`src/rtl/board_io_ctrl.sv`:
```
// Board key debouncer and LED driver sharing one millisecond-style tick timebase.
// Define BOARD_IO_LED_PWM_EN to build the PWM counter; otherwise LED mode 11 lights steadily.
`default_nettype none

module board_io_ctrl #(
    parameter int NUM_KEYS       = 3,
    parameter int NUM_LEDS       = 3,
    parameter int TICK_DIV       = 50000,
    parameter int DEBOUNCE_TICKS = 20,
    parameter int BLINK_TICKS    = 250,
    parameter bit KEY_ACTIVE_LOW = 1'b1,
    parameter bit LED_ACTIVE_LOW = 1'b1
) (
    input  logic                  CLK,
    input  logic                  RSTN,
    input  logic [NUM_KEYS-1:0]   KEY_RAW,
    output logic [NUM_KEYS-1:0]   KEY_LEVEL,
    output logic [NUM_KEYS-1:0]   KEY_PRESS,
    output logic [NUM_KEYS-1:0]   KEY_RELEASE,
    input  logic [2*NUM_LEDS-1:0] LED_MODE,
    input  logic [8*NUM_LEDS-1:0] LED_DUTY,
    output logic [NUM_LEDS-1:0]   LED_OUT,
    output logic                  TICK
);

    localparam int TICK_W = $clog2(TICK_DIV);
    localparam int DB_W   = (DEBOUNCE_TICKS > 1) ? $clog2(DEBOUNCE_TICKS) : 1;
    localparam int BL_W   = (BLINK_TICKS > 1) ? $clog2(BLINK_TICKS) : 1;

    localparam logic [TICK_W-1:0]   TICK_LAST    = TICK_W'(TICK_DIV - 1);
    localparam logic [DB_W-1:0]     DB_LAST      = DB_W'(DEBOUNCE_TICKS - 1);
    localparam logic [BL_W-1:0]     BLINK_LAST   = BL_W'(BLINK_TICKS - 1);
    localparam logic [NUM_KEYS-1:0] KEY_IDLE_RAW = {NUM_KEYS{KEY_ACTIVE_LOW}};
    localparam logic [NUM_LEDS-1:0] LED_POL      = {NUM_LEDS{LED_ACTIVE_LOW}};

    typedef enum logic [1:0] {
        LED_OFF   = 2'b00,
        LED_ON    = 2'b01,
        LED_BLINK = 2'b10,
        LED_PWM   = 2'b11
    } led_mode_e;

    // Timebase
    logic [TICK_W-1:0] tick_cnt_q, tick_cnt_d;
    logic              tick_q, tick_d;

    // Key path
    logic [NUM_KEYS-1:0] sync1_q, sync1_d;
    logic [NUM_KEYS-1:0] sync2_q, sync2_d;
    logic [NUM_KEYS-1:0] key_pressed;
    logic [NUM_KEYS-1:0] level_q, level_d;
    logic [NUM_KEYS-1:0] press_q, press_d;
    logic [NUM_KEYS-1:0] release_q, release_d;
    logic [DB_W-1:0]     db_cnt_q [NUM_KEYS];
    logic [DB_W-1:0]     db_cnt_d [NUM_KEYS];

    // LED path
    logic [BL_W-1:0]     blink_cnt_q, blink_cnt_d;
    logic                blink_phase_q, blink_phase_d;
    logic [NUM_LEDS-1:0] led_lit;
    logic [NUM_LEDS-1:0] led_out_q, led_out_d;

    // TICK is registered: it is high while the counter sits at its last value.
    always_comb begin
        tick_cnt_d = (tick_cnt_q == TICK_LAST) ? '0 : tick_cnt_q + TICK_W'(1);
        tick_d     = (tick_cnt_d == TICK_LAST);
    end

    always_comb begin
        sync1_d     = KEY_RAW;
        sync2_d     = sync1_q;
        key_pressed = sync2_q ^ KEY_IDLE_RAW;
    end

    // NOTE: every variable gets a default before any branch so no path leaves it unassigned (no latches).
    always_comb begin
        level_d   = level_q;
        press_d   = '0;
        release_d = '0;
        for (int k = 0; k < NUM_KEYS; k++) begin
            db_cnt_d[k] = db_cnt_q[k];
            if (key_pressed[k] == level_q[k]) begin
                db_cnt_d[k] = '0;
            end else if (tick_q) begin
                if (db_cnt_q[k] == DB_LAST) begin
                    level_d[k]   = key_pressed[k];
                    press_d[k]   = key_pressed[k];
                    release_d[k] = ~key_pressed[k];
                    db_cnt_d[k]  = '0;
                end else begin
                    db_cnt_d[k] = db_cnt_q[k] + DB_W'(1);
                end
            end
        end
    end

    always_comb begin
        blink_cnt_d   = blink_cnt_q;
        blink_phase_d = blink_phase_q;
        if (tick_q) begin
            if (blink_cnt_q == BLINK_LAST) begin
                blink_cnt_d   = '0;
                blink_phase_d = ~blink_phase_q;
            end else begin
                blink_cnt_d = blink_cnt_q + BL_W'(1);
            end
        end
    end

`ifdef BOARD_IO_LED_PWM_EN
    logic [7:0] pwm_cnt_q, pwm_cnt_d;

    always_comb pwm_cnt_d = pwm_cnt_q + 8'd1;

    always_ff @(posedge CLK or negedge RSTN) begin
        if (!RSTN) pwm_cnt_q <= '0;
        else       pwm_cnt_q <= pwm_cnt_d;
    end
`else
    logic duty_unused;
    assign duty_unused = ^LED_DUTY;
`endif

    always_comb begin
        led_lit = '0;
        for (int i = 0; i < NUM_LEDS; i++) begin
            case (led_mode_e'(LED_MODE[2*i +: 2]))
                LED_OFF:   led_lit[i] = 1'b0;
                LED_ON:    led_lit[i] = 1'b1;
                LED_BLINK: led_lit[i] = blink_phase_q;
`ifdef BOARD_IO_LED_PWM_EN
                LED_PWM:   led_lit[i] = (pwm_cnt_q < LED_DUTY[8*i +: 8]);
`else
                LED_PWM:   led_lit[i] = 1'b1;
`endif
                default:   led_lit[i] = 1'b0;
            endcase
        end
        led_out_d = led_lit ^ LED_POL;
    end

    // NOTE: state flops use non-blocking assignments so every flop samples pre-edge values.
    always_ff @(posedge CLK or negedge RSTN) begin
        if (!RSTN) begin
            tick_cnt_q    <= '0;
            tick_q        <= 1'b0;
            sync1_q       <= KEY_IDLE_RAW;
            sync2_q       <= KEY_IDLE_RAW;
            level_q       <= '0;
            press_q       <= '0;
            release_q     <= '0;
            // NOTE: the per-key counter array is small control state, so it is reset like any flop.
            for (int k = 0; k < NUM_KEYS; k++) db_cnt_q[k] <= '0;
            blink_cnt_q   <= '0;
            blink_phase_q <= 1'b0;
            led_out_q     <= LED_POL;
        end else begin
            tick_cnt_q    <= tick_cnt_d;
            tick_q        <= tick_d;
            sync1_q       <= sync1_d;
            sync2_q       <= sync2_d;
            level_q       <= level_d;
            press_q       <= press_d;
            release_q     <= release_d;
            for (int k = 0; k < NUM_KEYS; k++) db_cnt_q[k] <= db_cnt_d[k];
            blink_cnt_q   <= blink_cnt_d;
            blink_phase_q <= blink_phase_d;
            led_out_q     <= led_out_d;
        end
    end

    assign TICK        = tick_q;
    assign KEY_LEVEL   = level_q;
    assign KEY_PRESS   = press_q;
    assign KEY_RELEASE = release_q;
    assign LED_OUT     = led_out_q;

endmodule

`default_nettype wire

```
`config.mk`:
```
export PLATFORM = sky130hd
export DESIGN_NAME = board_io_ctrl
export DESIGN_NICKNAME = d
export VERILOG_FILES = /design/src/rtl/board_io_ctrl.sv
export SDC_FILE = /design/constraint.sdc
export NUM_CORES = 1
export LEC_CHECK = 0
export BUFFER_PORTS_ARGS = -buffer_cell sky130_fd_sc_hd__buf_2
export CORE_ASPECT_RATIO = 1.1
export CORE_MARGIN = 4
export CORE_UTILIZATION = 45
export CTS_CLUSTER_SIZE = 28
export DETAILED_ROUTE_END_ITERATION = 8
export PLACE_DENSITY = 0.74
export SETUP_SLACK_MARGIN = 0.05
export SLEW_MARGIN = 20
export SYNTH_ARGS = -nofsm -noshare
export SYNTH_HDL_FRONTEND = slang
export SYNTH_SLANG_ARGS = --single-unit
```
`constraint.sdc`:
```
create_clock -name CLK -period 2.4 [get_ports CLK]
set_input_delay 0.24 -clock CLK [delete_from_list [all_inputs] [get_ports CLK]]
set_output_delay 0.24 -clock CLK [all_outputs]
set_load 0.05 [all_outputs]
```
==> summary.md <==
| Metric | Value |
|---|---|
| Io pins | between 40 and 50 |
| Hold-fix buffers, CTS | 4 |
| Seq pwr share | between 50% and 60% |
| Netlist cell types | 37 |
| Number of synthesized register bits | between 50 and 60 |
| Cell Chain, Critical Path | ha_1, nand3_1, nor3_1, or4b_4, nor4_2 |
| Status | complete, no violations |
| Power Dens Cells | 598 mW/mm² |
| CP peak stage delay | roughly 0.55 ns |
| Pwr Total | between 0.0015 and 0.002 W |
| Max Cap Violations | 0 |
| Period utilisation layout | 79.2% |
| Worst-margin pin slew | between 0.5 and 0.6 ns |
| Switching part of the total | 21.4% |
| Via count of the first global-routing pass | about 1800 |
| Die height | 88.2 µm |
| Iteration-0 DRC Markers | 156 |
| H-tree levels | 3 |
| Clock Tree Root | clkbuf_8 |
| Seq/Total Area, Yosys | about 57% |
| # clock sinks | around 60 |
| Post-cts resize count | 0 |
| Final worst setup slack | around 0.5 ns |
| Worst-path clk slew | roughly 0.06 ns |
| CTS tree | done |
| Largest net degree at the start of global routing | 23 |
| Final Util | about 55% |
| Starting density of the core | between 40% and 50% |
| Worst setup path class | reg -> reg |
| Crit path max fanout | 5 |
| Share of cells above drive strength 1 | 19.9% |
| Tot GR Track Use | 14.4% |
| Placed Instances | ~350 |
| RSZ-0062 raised after global routing | false |
| WP data required | 2.63 ns |
| Gate power share | 2.8% |
| Total CTS buffers | 9 |
| Peak VDD IR | roughly 0.00030 V |
| Slew headroom | between 60% and 70% |
| First-pass GRT wire length | a little under 8 mm |
| Finished Layout Cells | roughly 370 |
| Total number of vias | about 1900 |
| Diode count | 0 |
| Synthesized Nets | around 290 |
| Leak Pwr | approximately 1.4 nW |
| Clock buffer depth | 2 |
| RD Place Congestion | around 0.86 |
| Area delta synth->final | 16.1% |
| Die area | between 0.007 and 0.008 mm² |
| Syn Area/Cell | 10.5 µm² |
| Top cells by area, synth | dfrtp_1, dfstp_2, xor2_1 |
| Crit path time final | 1.90 ns |
| Overflow after GRT | 0 |
| Area of the multi-input gates | ~0.0011 mm² |
| Initial antenna violation count | 0 |
| Layout fillers | 500 |
| Max Fclk | around 0.53 GHz |
| Vias per inst | just over 5 |
| DRC viols | 0 |
| Antenna-violating nets left | 0 |
| Post-DP HPWL | ~3.1 mm |
| Die X-Extent | roughly 81 µm |
| Worst-Skew Late Latency | roughly 0.33 ns |
| Post-synth top flop | dfrtp_1 |
| Setup tns final | 0 ns |
| Place WS | ~0.49 ns |
| Post-synth EDFFs | 0 |
| Setup Skew | ~0.0056 ns |
| Final setup violation count | 0 |
| P_sw | between 0.0003 and 0.0004 W |
| FFs w/ async S/R, synth | 100% |
| YS warnings | 0 |
| Core area | between 0.005 and 0.006 mm² |
| Final nets | approximately 330 |
| Hold Path Class | in -> reg |
| I/O Buffers | 23 |
| Cell-internal power | between 0.001 and 0.0015 W |
| Crit. End Element | register |
| Synth area leader | dfrtp_1 |
| Setup repair bufs after CTS | 0 |
| WP data arrival | 2.13 ns |
| Register area | about 0.0015 mm² |
| Area share of the largest cell type after synthesis | ~48% |
| Rows | 28 |
| Synthesized instance count | around 250 |
| Length of the first detailed-routing pass in iterations | 4 |
| Final hold violation count | 0 |
| Slew Limit Fails | 0 |
| Worst path slowest cell | or4b_4 |
| Avg WL per Cell | about 12 µm |
| Clock power share | about two fifths |
| Netlist area before placement | between 0.002 and 0.003 mm² |
| Total detailed-routing wirelength | 4.39 mm |
| Critical Path Source Type | register |
==> state kept, by name (all words and copies together), names as in the netlist <==
register,count
blink_phase_q,1
sync1_q,3
TICK,1
db_cnt_q,15
blink_cnt_q,8
sync2_q,3
LED_OUT,3
KEY_LEVEL,3
tick_cnt_q,16
KEY_RELEASE,3
KEY_PRESS,3
==> worst paths after layout <==
kind,startpoint,endpoint,slack (ns),depth (start not counted)
setup / recovery,tick_cnt_q[0],TICK,0.50,5
setup reg to reg,tick_cnt_q[0],TICK,0.50,5
hold reg to reg,sync1_q[1],sync2_q[1],0.36,0
max in group asynchronous,RSTN,sync2_q[1],1.36,3
min in group asynchronous,RSTN,KEY_LEVEL[0],0.37,2
hold / removal,LED_MODE[2],LED_OUT[1],0.02,2
==> logic make-up (layout without fill, tap and decap cells) <==
logic type / after synthesis / count (layout) / share of synthesized area (%)
AOI/OAI and AO/OA: 32 / 32 / 6.57
muxes: 3 / 3 / 1.19
xor gates and xnor gates: 24 / 24 / 7.99
and+or+nand+nor: 118 / 118 / 23.5
buffers and inverters: 9 / 49 / 1.38
adders and majority gates: 6 / 6 / 2.85
DFF: 59 / 59 / 56.6
==> metal layers <==
layer / global-route usage (%) / vias to the layer above / share of wire, %
li1: - / 944 / -
met1: 17.3 / 894 / 45
met2: 23.3 / 21 / 49
met3: 5.86 / 8 / 3.8
met4: 5.07 / 0 / 1.5
met5: 0 / - / 0
==> critical path: cells and delay by family, from the launching register on <==
kind                       cells  cell delay [ns]
DFF                            1             0.42
adders and majority gates      1             0.24
and+or+nand+nor                4             1.14
==> through the flow <==
| step | cell area, µm² | hold WS, ns |
|---|---|---|
| 6_report | 3050 | 0.0215 |
| 5_1_grt | 3050 | 0.00375 |
| 4_1_cts | 3050 | 0.00847 |
| 3_5_place_dp | 2850 | 0.188 |
| 3_3_place_gp | 2850 | 0.188 |
| 2_1_floorplan | 2630 | -0.0556 |
==> area by class of cell <==
type	count	area share, %
Sequential cell	59	48.7
Multi-Input combinational cell	183	36.2
Timing Repair Buffer	31	6.06
Clock buffer	11	4.96
Tap cell	75	3.07
Clock inverter	3	0.492
Inverter	4	0.492
==> placed cells by master (no fill, tap or decap), types with 3 or more instances in the layout <==
cell           count
nand4_1            9
clkbuf_8          11
nor4_1             3
inv_1              3
xnor2_1            8
nand2_1           25
nor2b_1            6
dlygate4sd3_1      4
a21oi_1           15
dfrtp_1           50
buf_4              4
nor2_1            32
nand3_1            8
nor3_1            17
xor2_1            16
clkinv_2           3
dfstp_2            9
ha_1               6
buf_2             23
o21ai_0           12
==> power groups by stage <==
stage,combinational (W),clock [W],sequential (W)
floorplan,0.00000489,0,0.00104
global placement,0.0000480,0,0.00103
detailed placement,0.0000487,0,0.00103
CTS,0.0000536,0.000791,0.00101
global route,0.0000584,0.000837,0.00101
finish,0.0000515,0.000764,0.00101
==> cells in the mapped netlist (2+ instances only) <==
cell type  number
a21o_1          2
a21oi_1        15
and3b_1         2
buf_2           2
clkbuf_1        2
dfrtp_1        50
dfstp_2         9
ha_1            6
inv_1           3
mux2i_1         2
nand2_1        25
nand2b_1        2
nand3_1         8
nand3b_1        2
nand4_1         9
nor2_1         32
nor2b_1         6
nor3_1         17
nor3b_1         2
nor4_1          3
nor4_2          2
o21ai_0        12
or3_1           2
xnor2_1         8
xor2_1         16
Power figures use the tool's default switching activity.
